### src/rtl/mips_bus_pkg.sv
// Shared types, encodings and the alignment rule for the MIPS load/store bus master.
package mips_bus_pkg;

    typedef enum logic [1:0] {
        IDLE,
        BUS,
        RESP
    } bus_state_t;

    typedef logic [1:0] mem_size_t;
    typedef logic [1:0] bus_err_t;

    localparam mem_size_t SIZE_BYTE  = 2'b00;
    localparam mem_size_t SIZE_HALF  = 2'b01;
    localparam mem_size_t SIZE_WORD  = 2'b10;
    localparam mem_size_t SIZE_DWORD = 2'b11;

    localparam bus_err_t ERR_OK       = 2'b00;
    localparam bus_err_t ERR_MISALIGN = 2'b01;
    localparam bus_err_t ERR_TIMEOUT  = 2'b10;

    // Doublewords are only legal when the bus is wide enough to carry them in one beat.
    function automatic logic is_misaligned(input mem_size_t size, input logic [2:0] addr_lo,
                                           input logic dword_ok);
        logic bad;
        case (size)
            SIZE_BYTE: bad = 1'b0;
            SIZE_HALF: bad = addr_lo[0];
            SIZE_WORD: bad = |addr_lo[1:0];
            default:   bad = !dword_ok || (|addr_lo);
        endcase
        return bad;
    endfunction

endpackage

### src/rtl/mips_lane_align.sv
// Combinational byte-lane steering: byteenable and store data placement, load data
// extraction with sign/zero extension.
module mips_lane_align
    import mips_bus_pkg::*;
#(
    parameter int DATA_W = 32
) (
    input  logic [1:0]                   size,
    input  logic [$clog2(DATA_W/8)-1:0]  lane,
    input  logic                         is_signed,
    input  logic [DATA_W-1:0]            wdata,
    input  logic [DATA_W-1:0]            rdata,
    output logic [DATA_W/8-1:0]          byteenable,
    output logic [DATA_W-1:0]            wdata_lane,
    output logic [DATA_W-1:0]            rdata_ext
);
    localparam int BE_W = DATA_W / 8;

    logic [BE_W-1:0]   be_base;
    logic [DATA_W-1:0] shifted;
    logic              sign_bit;

    always_comb begin
        for (int i = 0; i < BE_W; i++) begin
            be_base[i] = (i < (1 << size));
        end
        byteenable = be_base << lane;
    end

    assign wdata_lane = wdata << {lane, 3'b000};

    // Bring the addressed lane down to bit 0, then fill above the access width.
    always_comb begin
        shifted = rdata >> {lane, 3'b000};
        case (size)
            SIZE_BYTE: sign_bit = shifted[7];
            SIZE_HALF: sign_bit = shifted[15];
            SIZE_WORD: sign_bit = shifted[31];
            default:   sign_bit = shifted[DATA_W-1];
        endcase
        for (int i = 0; i < DATA_W; i++) begin
            rdata_ext[i] = (i < (8 << size)) ? shifted[i] : (is_signed & sign_bit);
        end
    end

endmodule

### src/rtl/mips_bus_master_unit.sv
// Load/store bus master between the multi-cycle MIPS datapath and Avalon-MM:
// one request at a time, held across waitrequest, with misalignment and timeout errors.
module mips_bus_master_unit
    import mips_bus_pkg::*;
#(
    parameter int ADDR_W  = 32,
    parameter int DATA_W  = 32,
    parameter int TIMEOUT = 256
) (
    input  logic                clk,
    input  logic                reset,
    input  logic                req_valid,
    output logic                req_ready,
    input  logic                req_write,
    input  logic [1:0]          req_size,
    input  logic                req_signed,
    input  logic [ADDR_W-1:0]   req_addr,
    input  logic [DATA_W-1:0]   req_wdata,
    output logic                rsp_valid,
    output logic [DATA_W-1:0]   rsp_rdata,
    output logic [1:0]          rsp_error,
    output logic [ADDR_W-1:0]   address,
    output logic                read,
    output logic                write,
    input  logic                waitrequest,
    output logic [DATA_W-1:0]   writedata,
    output logic [DATA_W/8-1:0] byteenable,
    input  logic [DATA_W-1:0]   readdata
);
    localparam int BE_W   = DATA_W / 8;
    localparam int LANE_W = $clog2(BE_W);
    localparam int CNT_W  = (TIMEOUT > 1) ? $clog2(TIMEOUT + 1) : 1;
    localparam logic [CNT_W-1:0]  TIMEOUT_LAST = (TIMEOUT == 0) ? '0 : CNT_W'(TIMEOUT - 1);
    localparam logic [ADDR_W-1:0] ALIGN_MASK   = ~ADDR_W'(BE_W - 1);

    bus_state_t        state, next_state;
    mem_size_t         size_q;
    logic              signed_q;
    logic [LANE_W-1:0] lane_q;
    logic [CNT_W-1:0]  wait_cnt;
    logic              accept, misaligned, xfer_done, xfer_timeout;

    mem_size_t         align_size;
    logic [LANE_W-1:0] align_lane;
    logic              align_signed;
    logic [BE_W-1:0]   be_lane;
    logic [DATA_W-1:0] wdata_lane, rdata_ext;

    assign req_ready  = (state == IDLE);
    assign misaligned = is_misaligned(req_size, req_addr[2:0], DATA_W == 64);

    // One aligner serves both phases: live request fields while IDLE, latched ones afterwards.
    assign align_size   = req_ready ? req_size : size_q;
    assign align_lane   = req_ready ? req_addr[LANE_W-1:0] : lane_q;
    assign align_signed = req_ready ? req_signed : signed_q;

    mips_lane_align #(.DATA_W(DATA_W)) u_align (
        .size       (align_size),
        .lane       (align_lane),
        .is_signed  (align_signed),
        .wdata      (req_wdata),
        .rdata      (readdata),
        .byteenable (be_lane),
        .wdata_lane (wdata_lane),
        .rdata_ext  (rdata_ext)
    );

    always_ff @(posedge clk) begin
        if (reset) state <= IDLE;
        else       state <= next_state;
    end

    // Completion wins over timeout when waitrequest drops on the last allowed cycle.
    always_comb begin
        next_state   = state;
        accept       = 1'b0;
        xfer_done    = 1'b0;
        xfer_timeout = 1'b0;
        case (state)
            IDLE: begin
                if (req_valid) begin
                    accept     = 1'b1;
                    next_state = misaligned ? RESP : BUS;
                end
            end
            BUS: begin
                if (!waitrequest) begin
                    xfer_done  = 1'b1;
                    next_state = RESP;
                end else if ((TIMEOUT != 0) && (wait_cnt == TIMEOUT_LAST)) begin
                    xfer_timeout = 1'b1;
                    next_state   = RESP;
                end
            end
            RESP:    next_state = IDLE;
            default: next_state = IDLE;
        endcase
    end

    always_ff @(posedge clk) begin
        if (reset) begin
            size_q     <= SIZE_BYTE;
            signed_q   <= 1'b0;
            lane_q     <= '0;
            wait_cnt   <= '0;
            rsp_valid  <= 1'b0;
            rsp_rdata  <= '0;
            rsp_error  <= ERR_OK;
            address    <= '0;
            read       <= 1'b0;
            write      <= 1'b0;
            byteenable <= '0;
            writedata  <= '0;
        end else begin
            rsp_valid <= 1'b0;
            if (accept) begin
                size_q   <= req_size;
                signed_q <= req_signed;
                lane_q   <= req_addr[LANE_W-1:0];
                wait_cnt <= '0;
                if (misaligned) begin
                    rsp_valid <= 1'b1;
                    rsp_error <= ERR_MISALIGN;
                    rsp_rdata <= '0;
                end else begin
                    read       <= !req_write;
                    write      <= req_write;
                    address    <= req_addr & ALIGN_MASK;
                    byteenable <= be_lane;
                    writedata  <= req_write ? wdata_lane : '0;
                end
            end
            if (xfer_done || xfer_timeout) begin
                read       <= 1'b0;
                write      <= 1'b0;
                address    <= '0;
                byteenable <= '0;
                writedata  <= '0;
                rsp_valid  <= 1'b1;
                rsp_error  <= xfer_done ? ERR_OK : ERR_TIMEOUT;
                rsp_rdata  <= (xfer_done && read) ? rdata_ext : '0;
            end else if ((state == BUS) && waitrequest) begin
                wait_cnt <= wait_cnt + 1'b1;
            end
        end
    end

endmodule

### config.mk
export PLATFORM = sky130hd
export DESIGN_NAME = mips_bus_master_unit
export DESIGN_NICKNAME = d
export VERILOG_FILES = /design/src/rtl/mips_bus_pkg.sv /design/src/rtl/mips_lane_align.sv /design/src/rtl/mips_bus_master_unit.sv
export SDC_FILE = /design/constraint.sdc
export NUM_CORES = 1
export LEC_CHECK = 0
export CELL_PAD_IN_SITES_DETAIL_PLACEMENT = 1
export CELL_PAD_IN_SITES_GLOBAL_PLACEMENT = 1
export CORE_MARGIN = 4
export CORE_UTILIZATION = 30
export DETAILED_ROUTE_END_ITERATION = 12
export PLACE_DENSITY = 0.82
export SETUP_SLACK_MARGIN = 0.5
export SLEW_MARGIN = 20
export SYNTH_ARGS = -nofsm -noshare
export SYNTH_HDL_FRONTEND = slang
export SYNTH_HIERARCHICAL = 1
export SYNTH_SLANG_ARGS = --single-unit
### constraint.sdc
create_clock -name clk -period 3.1 [get_ports clk]
set_clock_uncertainty 0.05 [all_clocks]
set_input_delay 0.62 -clock clk [delete_from_list [all_inputs] [get_ports clk]]
set_output_delay 0.62 -clock clk [all_outputs]
set_load 0.03 [all_outputs]
### Word level (Yosys, flattened, before mapping)

Cells that the tools add are included.

| storage, ports and cells | value |
|---|---|
| flip-flop bits (word level) | 119 |
| output and inout bits | 106 |
| logic and storage cells | 142 |

| cells by class | value |
|---|---|
| bitwise operators | 2 |
| muxes and demuxes | 64 |
| add/sub/neg operators | 1 |
| shift-type cells | 5 |
| order comparisons | 36 |
| reductions and logical operators | 14 |
| eq/ne operators | 7 |

Operators by type and width:

| kind | count |
|---|---|
| < comparator 6 x 32 -> 1 bit (first input constant) | 16 |
| < comparator 5 x 32 -> 1 bit (first input constant) | 8 |
| 2-to-1 mux 32 bit | 5 |
| < comparator 3 x 32 -> 1 bit (first input constant) | 4 |
| < comparator 4 x 32 -> 1 bit (first input constant) | 4 |
| < comparator 1 x 32 -> 1 bit (first input constant) | 2 |
| < comparator 2 x 32 -> 1 bit (first input constant) | 2 |
| 2-to-1 mux 1 bit | 43 |
| << shifter 1 x 2 -> 32 bit (first input constant) | 1 |
| << shifter 32 x 5 -> 32 bit | 1 |
| << shifter 4 x 2 -> 32 bit (first input constant) | 1 |
| right shift 32 x 5 -> 32 bit | 1 |
| 2-to-1 mux 9 bit | 3 |
| 2-to-1 mux 2 bit | 10 |
| adder 9 x 1 -> 9 bit (second input constant) | 1 |
| == test 9 x 8 -> 1 bit (second input constant) | 1 |
| == test 2 x 1 -> 1 bit (second input constant) | 3 |
| zero test 2 bit | 3 |
| AND reduction 2 bit | 3 |
| one-hot mux 2 bit (2 select lines) | 1 |
| nonzero test 2 bit | 2 |
| OR reduction 2 bit | 2 |
| << shifter 4 x 2 -> 4 bit | 1 |
| != test 3 bit (second input constant) | 1 |
| other kinds (9) | 10 |

### Longest topological paths before layout

| depth | value |
|---|---|
| depth in word-level cells | 8 |
| mapped depth | 10 |
| gate-level depth less buffers | 7 |

### Modules after synthesis

Netlist, hierarchy kept.

Modules (own cells, without submodules):

| module | instances | area each (um2) | cells each |
|---|---|---|---|
| mips_bus_master_unit | 1 | 5,296.3 | 513 |
| mips_lane_align | 1 | 1,366.3 | 203 |

### Least setup slack after synthesis

OpenSTA, ideal clock, no wires.

| path | value |
|---|---|
| path type | flip-flop to flip-flop |
| from | register state[1] |
| to | register rsp_rdata[10] |
| data arrival time | 2.635 ns |
| required time | 2.933 ns |
| slack | 0.298 ns |
| cell stages (with the launch flop) | 9 |
| clock period less this slack | 2.802 ns |
| buffers on the path | 2 |
| cells stage by stage | dfxtp_1 > buf_6 > nor2_1 > mux2_2 > buf_6 > mux2_4 > a311oi_4 > a21oi_1 > a32o_1 |

| on the way | value |
|---|---|
| cells in the longest elaborated chain, start to end | 8 |
| elaborated cells on any way between the ends | 23 |
| classes of those cells | order compare (1); eq/ne (2); shift (2); mux (10); bitwise (1); reduce/logical (7) |

RTL lines:

| what | RTL line | RTL |
|---|---|---|
| start: declaration | mips_bus_master_unit.sv:36 | `bus_state_t state, next_state;` |
| start signal: assignment | mips_bus_master_unit.sv:70 | `else state <= next_state;` |
| zero test 2 bit * | mips_bus_master_unit.sv:49 | `assign req_ready = (state == IDLE);` |
| net req_ready | mips_bus_master_unit.sv:13 | `output logic req_ready,` |
| 2-to-1 mux 2 bit * | mips_bus_master_unit.sv:54 | `assign align_lane = req_ready ? req_addr[LANE_W-1:0] : lane_q;` |
| net align_lane[1] | mips_bus_master_unit.sv:44 | `logic [LANE_W-1:0] align_lane;` |
| right shift 32 x 5 -> 32 bit * | mips_lane_align.sv:34 | `shifted = rdata >> {lane, 3'b000};` |
| one-hot mux 1 bit (2 select lines) | mips_lane_align.sv:35 | `case (size)` |
| bitwise AND 1 bit | mips_lane_align.sv:42 | `rdata_ext[i] = (i < (8 << size)) ? shifted[i] : (is_signed & sign_bit);` |
| 2-to-1 mux 1 bit * | mips_lane_align.sv:42 |  |
| net rdata_ext[10] | mips_bus_master_unit.sv:47 | `logic [DATA_W-1:0] wdata_lane, rdata_ext;` |
| 2-to-1 mux 32 bit * | mips_bus_master_unit.sv:141 | `rsp_rdata <= (xfer_done && read) ? rdata_ext : '0;` |
| 2-to-1 mux 32 bit * | mips_bus_master_unit.sv:133 | `if (xfer_done \|\| xfer_timeout) begin` |
| end signal: assignment | mips_bus_master_unit.sv:141 |  |
| end: declaration | mips_bus_master_unit.sv:20 | `output logic [DATA_W-1:0] rsp_rdata,` |

Mark *: on every way through the listed nets, which the timed path passes. The rest lies on a longest branch.
A chain may end at the register's enable or synchronous reset.

### Final worst setup path

| path | value |
|---|---|
| from | register state[1] |
| to | register rsp_rdata[23] |

| on the way | value |
|---|---|
| cells in the longest elaborated chain, start to end | 8 |
| elaborated cells on any way between the ends | 23 |
| classes of those cells | order compare (1); eq/ne (2); shift (2); mux (10); bitwise (1); reduce/logical (7) |

RTL lines:

| what | RTL line |
|---|---|
| zero test 2 bit * | mips_bus_master_unit.sv:49 |
| 2-to-1 mux 2 bit * | mips_bus_master_unit.sv:54 |
| net align_lane[1] | mips_bus_master_unit.sv:44 |
| right shift 32 x 5 -> 32 bit * | mips_lane_align.sv:34 |
| one-hot mux 1 bit (2 select lines) | mips_lane_align.sv:35 |
| bitwise AND 1 bit | mips_lane_align.sv:42 |
| 2-to-1 mux 1 bit * | mips_lane_align.sv:42 |
| net rdata_ext[23] | mips_bus_master_unit.sv:47 |
| 2-to-1 mux 32 bit * | mips_bus_master_unit.sv:141 |
| 2-to-1 mux 32 bit * | mips_bus_master_unit.sv:133 |

Marked as above.

==> PnR_summary.wiki <==
{| class="wikitable"
! Metric !! Value
|-
| Area of the mapped netlist || between 6000 and 7000 um^2
|-
| Per-cell via count in the routed design || about 5.7
|-
| Slew Viols, Final || 0
|-
| Cell accounting for the most synthesized area || dfxtp_1
|-
| Worst slack at placement || between 0.15 and 0.2 ns
|-
| Core Rows || 54
|-
| Maximum number of pins on one net before global-route repair || approximately 100
|-
| Overflow left after global routing || 0
|-
| Leakage Power || between 3 and 4 nW
|-
| Placed wire-length estimate after detailed placement || about 18000 um
|-
| Proportion of synthesized flip-flops having asynchronous set or reset || 0
|-
| Count of flip-flops with a built-in enable after synthesis || 0
|-
| Total of fill cells in the finished design || 2459
|-
| Area occupied by multi-input gates || between 3000 and 4000 um^2
|-
| Placed instance count || approximately 1100
|-
| Register bit count reported by yosys || roughly 120
|-
| Count of antenna-violating nets left after detailed routing || 0
|-
| Clock sinks || 119
|-
| Vias in the first global route || just under 7000
|-
| Worst hold path startpoint || size_q[1]
|-
| Number of maximum-capacitance constraint violations || 0
|-
| Final net count || just under 1000
|-
| DRC violations left || 0
|-
| All-Layer GR Usage || 0.2002
|-
| Root buf cell || clkbuf_16
|-
| Tightest slew margin relative to the limit || 0.4945
|-
| Clock-pin slew on the worst setup and hold paths || approximately 0.060 ns
|-
| Mean Syn Cell Area || about 9.3 um^2
|-
| Total die area || 24660 um^2
|-
| Vias after detailed routing || roughly 6700
|-
| Yosys top cell area share || 0.3576
|-
| Max Clock Freq || ~400 MHz
|-
| Crit Reg-Reg Startpoint || state[1]
|-
| Number of instances in the synthesized netlist || 716
|-
| Most common flop cell mapped by yosys || dfxtp_1
|-
| Sequential fraction of the synthesis area || 0.3576
|-
| Tmin final || between 2 and 2.5 ns
|-
| Initial antenna violation count || 4
|-
| I/O pin count || 210
|-
| Result of the run || complete, no violations
|-
| Core ar. || 21820 um^2
|-
| Weighted congestion at the end of routability-driven global placement || between 0.8 and 0.9
|-
| Largest cells by area after synthesis || dfxtp_1, mux2i_1, o211ai_1
|-
| PortBufs || between 200 and 250
|-
| Layout-stage area growth over the synthesis result || 43.62%
|-
| Die Span Y || approximately 160 um
|-
| Horizontal die dimension || ~160 um
|-
| Hold Vio Cnt, Final || 0
|-
| Clock latency at the later pin of the worst-skew pair || ~0.42 ns
|-
| Total power || 4.668 mW
|-
| Startpoint class of the critical path || register
|-
| RSZ-0062 raised after global routing || false
|-
| Number of library cell types mapped by synthesis || just over 50
|-
| Layout cell share with drive strength beyond 1 || 0.1059
|-
| Maximum level of the CTS H-tree || 4
|-
| Routed wire length || 25490 um
|-
| Quantity of hold-fixing buffers added after cts || 0
|-
| Start-to-end type of the worst setup path || register to register
|-
| Final critical-path share of the clock period || 0.8038
|-
| Maximum fanout count along the critical path || 15
|-
| Detailed router's first-iteration violation count || 416
|-
| Actual transition at the worst max-transition pin || about 0.76 ns
|-
| Capturing element type of the critical path || register
|-
| Total number of yosys warnings || 6
|-
| Final sum of negative setup slack || 0 ns
|-
| Num CTS Buffers || 17
|-
| First-pass GRT wire length || roughly 39000 um
|-
| Library cell with the highest instance count after synthesis || dfxtp_1
|-
| Setup violation total in the final timing report || 0
|-
| Inserted Diodes || 0
|-
| Largest buffer count on any clock path || 2
|-
| Synth cell count leaders || dfxtp_1, o211ai_1, mux2i_1
|-
| Effective utilization at floorplan || 0.3053
|-
| Data arrival time of the critical path || 2.81 ns
|-
| Worst setup path start || state[1]
|-
| Iteration count of the initial detailed-routing pass || 5
|-
| Worst hold path type || register to register
|-
| Non-filler cells in the finished layout || 1168
|-
| Combined flip-flop and latch cell area || 2384 um^2
|-
| Worst setup slack after layout || ~0.6 ns
|-
| WL per Instance || between 20 and 25 um
|-
| Fin Hold WS || between 0.4 and 0.5 ns
|-
| TritonCTS clock tree || done
|-
| Critical Path RT || 3.41 ns
|-
| PwrDens || between 400 and 500 nW/um^2
|-
| Max VDD drop || between 0.0003 and 0.0004 V
|}
-- where the power goes --
part / total (mW) / internal, mW / leakage (nW) / switching, mW
Clock: 1.96 / 1.23 / 0.282 / 0.728
Combinational: 1.10 / 0.464 / 1.91 / 0.631
Sequential: 1.61 / 1.58 / 0.964 / 0.0309
Total: 4.67 / 3.28 / 3.15 / 1.39
-- worst max-delay path, stage by stage, from the launching register on --
cell and delay [ns]:
dfxtp_1 0.41, nor2_4 0.26, mux2_2 0.47, buf_4 0.24
nor2b_1 0.51, nand2_1 0.17, o211ai_1 0.16, a32o_1 0.15
-- layer usage --
layer  GRT usage  wire length [um]  vias to the layer above
met1      0.2491             10800                     3289
li1            -                 -                     3110
met4     0.05981               494                        8
met3     0.06461              2125                       41
met2      0.3324             12000                      249
met5           0                61                        -
-- placed cells by master, fill, tap and decap left out, types with 3 or more instances in the layout --
cell type        count
a211oi_1            10
clkbuf_8             3
buf_4               20
or3_1                4
o211ai_1           112
clkbuf_16           17
nor2_1              17
a32o_1              32
clkdlybuf4s50_1    207
a32oi_1              8
clkinv_2             5
dfxtp_1            118
o2111ai_1           32
a221oi_1             7
nor2b_1              9
mux2i_1             91
nand2_1             42
buf_12               8
inv_1                4
or4_1                3
o31ai_1              3
clkinvlp_4           3
and2_1               8
a21oi_1             30
mux2_2              21
o21ai_0             27
nand3_1              5
nand2b_1             3
-- cell type report --
cell class              count  share of cell area
multi-input cells         497              0.4023
flip-flops and latches    119              0.2491
repair buffers            235              0.2490
clock buffers              22             0.04956
well taps                 280             0.03661
clock inverters             9             0.01046
inverters                   6            0.003007
-- final timing paths --
check	to	slack (ns)	depth (start not counted)
worst max-delay path	rsp_rdata[23]	0.61	7
worst min-delay path	size_q[1]	0.41	2
worst max register to register	rsp_rdata[23]	0.61	7
worst min register to register	size_q[1]	0.41	2
-- flip-flops by register name (all words and copies together) (netlist names) --
| signal | count |
|---|---|
| write | 1 |
| state | 2 |
| rsp_valid | 1 |
| address | 30 |
| writedata | 32 |
| signed_q | 1 |
| size_q | 2 |
| lane_q | 2 |
| byteenable | 4 |
| rsp_error | 2 |
| read | 1 |
| wait_cnt | 9 |
| rsp_rdata | 32 |
-- per-stage QoR --
| stage | instance area (um^2) | util |
|---|---|---|
| 2_1_floorplan | 6669 | - |
| 5_1_grt | 9569 | 0.4385 |
| 4_1_cts | 9548 | 0.4375 |
| 3_5_place_dp | 8969 | 0.4110 |
| 6_report | 9569 | 0.4385 |
| 3_3_place_gp | 8969 | 0.4110 |
-- timing repair --
item                       in CTS  in global routing
pin swaps                       0                  1
setup endpoints to repair      21                 24
buffers inserted                0                  1
gates resized for setup         1                  5
-- kinds of logic after synthesis --
logic type      share of synthesized area
mux                                0.1745
fa+ha+maj                        0.003755
xor+xnor                         0.002630
other cells                     0.0005628
simple gates                      0.08169
flops                              0.3576
buf+inv                           0.07192
compound gates                     0.3074
No activity file was read; power rests on OpenSTA's default activity.
==> edit: new RTL, config.mk and constraints unchanged <==
Make the reset (`reset`) asynchronous in 2 clocked blocks.
--- a/src/rtl/mips_bus_master_unit.sv
+++ b/src/rtl/mips_bus_master_unit.sv
@@ -67,3 +67,3 @@
 
-    always_ff @(posedge clk) begin
+    always_ff @(posedge clk or posedge reset) begin
         if (reset) state <= IDLE;
@@ -99,3 +99,3 @@
 
-    always_ff @(posedge clk) begin
+    always_ff @(posedge clk or posedge reset) begin
         if (reset) begin
Behaviour: differs if reset is asserted again (counterexample within 4 cycles, from zero or initial values and one cycle with reset high); with reset held inactive, the same outputs for 4 cycles.
==> edit against the unedited design <==
  * First-iteration DRC count is 22% lower
  * Routed wire length is 13% lower
  * Design area is 1.0% lower
  * Cell count is 2.2% lower
  * Count of clock-buffer cells in the layout is 2 higher
  * Worst hold slack better by 22 ps
  * Area after synthesis is 1.7% lower
  * Global-route usage is 2.0 points lower
  * Worst setup slack better by 14 ps
  * Sequential cell count stayed put
  * Critical endpoint is now rsp_rdata[8]
  * Largest cell class unchanged
  * Highest routed layer is now met4
Power is not compared: it rests on default switching activity, and its combinational part moved more than twofold at a synthesized area within 25%.
==> edit: results (changes against the unedited design) <==
status complete, no violations; Tot GR Track Use 0.180 (-0.0202); total wire length 22.3 mm (-13%); max incr delay on CP 440 ps (-70 ps); global-route wire length before repair 34.7 mm (-11%); delay-heaviest family, CP multiplexers; met1 Use GR 0.231 (-0.0177); Met2 Wirelength 10.7 mm (-11%); Hold Path Sink size_q[0]; Post-Layout Cell Count 1142 (-2.2%); met2 usage 0.299 (-0.0332); top sig layer met4; met3 wire length 1.36 mm (-36%); vias in the first global route 6270 (-8.5%); leakage between 4 and 5 nW; CP Launch Point state[0]; highest-delay cell along the critical path dfrtp_1; Inserted Diodes 0 (unchanged); initial antenna violation count 0 (-4); Reg2Reg Depth 7 (unchanged); met3 GRT Util 0.0469 (-0.0177); Max-slew headroom 0.501 (+0.00647); Final HPWL DP 15.6 mm (-13%); FF-to-FF End rsp_rdata[8]; largest net degree at the start of global routing 120 (+19%); crit path DAT 2730 ps (-80 ps); Pre-antenna DRT Iters 4 (-1); M1 WL 9.81 mm (-9.2%); # nets final 960 (-2.2%); Cells after Synth 669 (-6.6%); fraction of layout cells with a size suffix above 1 0.0923 (-0.0136); Seq/Total Area, Yosys 0.455 (+0.0970); peak fanout along the critical path 11 (-4); reg-to-reg slack, setup 620 ps; Via Count 5859 (-13%); clk_lat worst skew 410 ps; Async S/R FF share, synth 1.00 (+1.00); CTS Buf Count 17 (unchanged); Final GP Congestion 0.845 (-4.2%); Worst Hold Launch size_q[0]; main area contributors after synthesis dfrtp_1 (45%), mux2i_1 (14%), o21ai_0 (6.8%); Synth top cells by count dfrtp_1 (119), mux2i_1 (94), o21ai_0 (89), nand2_1 (84), inv_1 (39); drt first-iter violations 323 (-22%); number of library cell types mapped by synthesis 41 (-20%); worst vdd ir approximately 0.00028 V
## edit: through the flow
stage	cell area, um^2	TNS [ps]	hold slack, ps	setup slack (ps)	utilization
floorplan	6560	0	392	634	-
global placement	8850	0	404	49.6	0.417
detailed placement	8850	-539	423	-71.9	0.417
CTS	9460	0	435	544	0.446
global route	9470	0	463	472	0.446
finish	9470	0	432	622	0.446
## edit: logic make-up (layout without fill, tap and decap cells)
kind of cell             count (synthesis)  in the layout  share of synthesized area
other                                    1              2                   0.000572
AO/OA/AOI/OAI                          167            167                      0.162
XOR/XNOR                                 1              1                    0.00134
flip-flops                             119            119                      0.455
AND/OR/NAND/NOR                        163            163                      0.121
buffers and inverters                  100            297                     0.0733
multiplexers                           116            116                      0.184
adder cells (fa/ha/maj)                  2              2                    0.00382
## edit: report_power, final
part / switching [mW] / total [mW] / internal [mW] / leakage (nW)
Combinational: 1.94 / 3.31 / 1.37 / 2.62
Sequential: 0.224 / 2.17 / 1.95 / 1.58
Clock: 0.702 / 2.03 / 1.33 / 0.290
Total: 2.87 / 7.51 / 4.65 / 4.48
## edit: what timing repair did
| action | 4_1_cts | 5_1_grt |
|---|---|---|
| gates resized for setup | 2 | 3 |
| setup buffers | 1 | 0 |
| endpoints found under the setup margin | 19 | 35 |
| pin swaps | 1 | 1 |
| gates cloned | 0 | 0 |
## edit: area by class of cell
type / instances / area (um^2)
Clock buffer: 24 / 482
Clock inverter: 8 / 120
Fill cell: 2363 / 11700
Inverter: 40 / 154
Multi-Input combinational cell: 451 / 3140
Sequential cell: 119 / 2980
Tap cell: 275 / 344
Timing Repair Buffer: 225 / 2260
## edit: worst min-delay path: stages, from the launching register on
cell and delay [ps]:
dfrtp_1 340, nand2_1 50, nand2_1 60
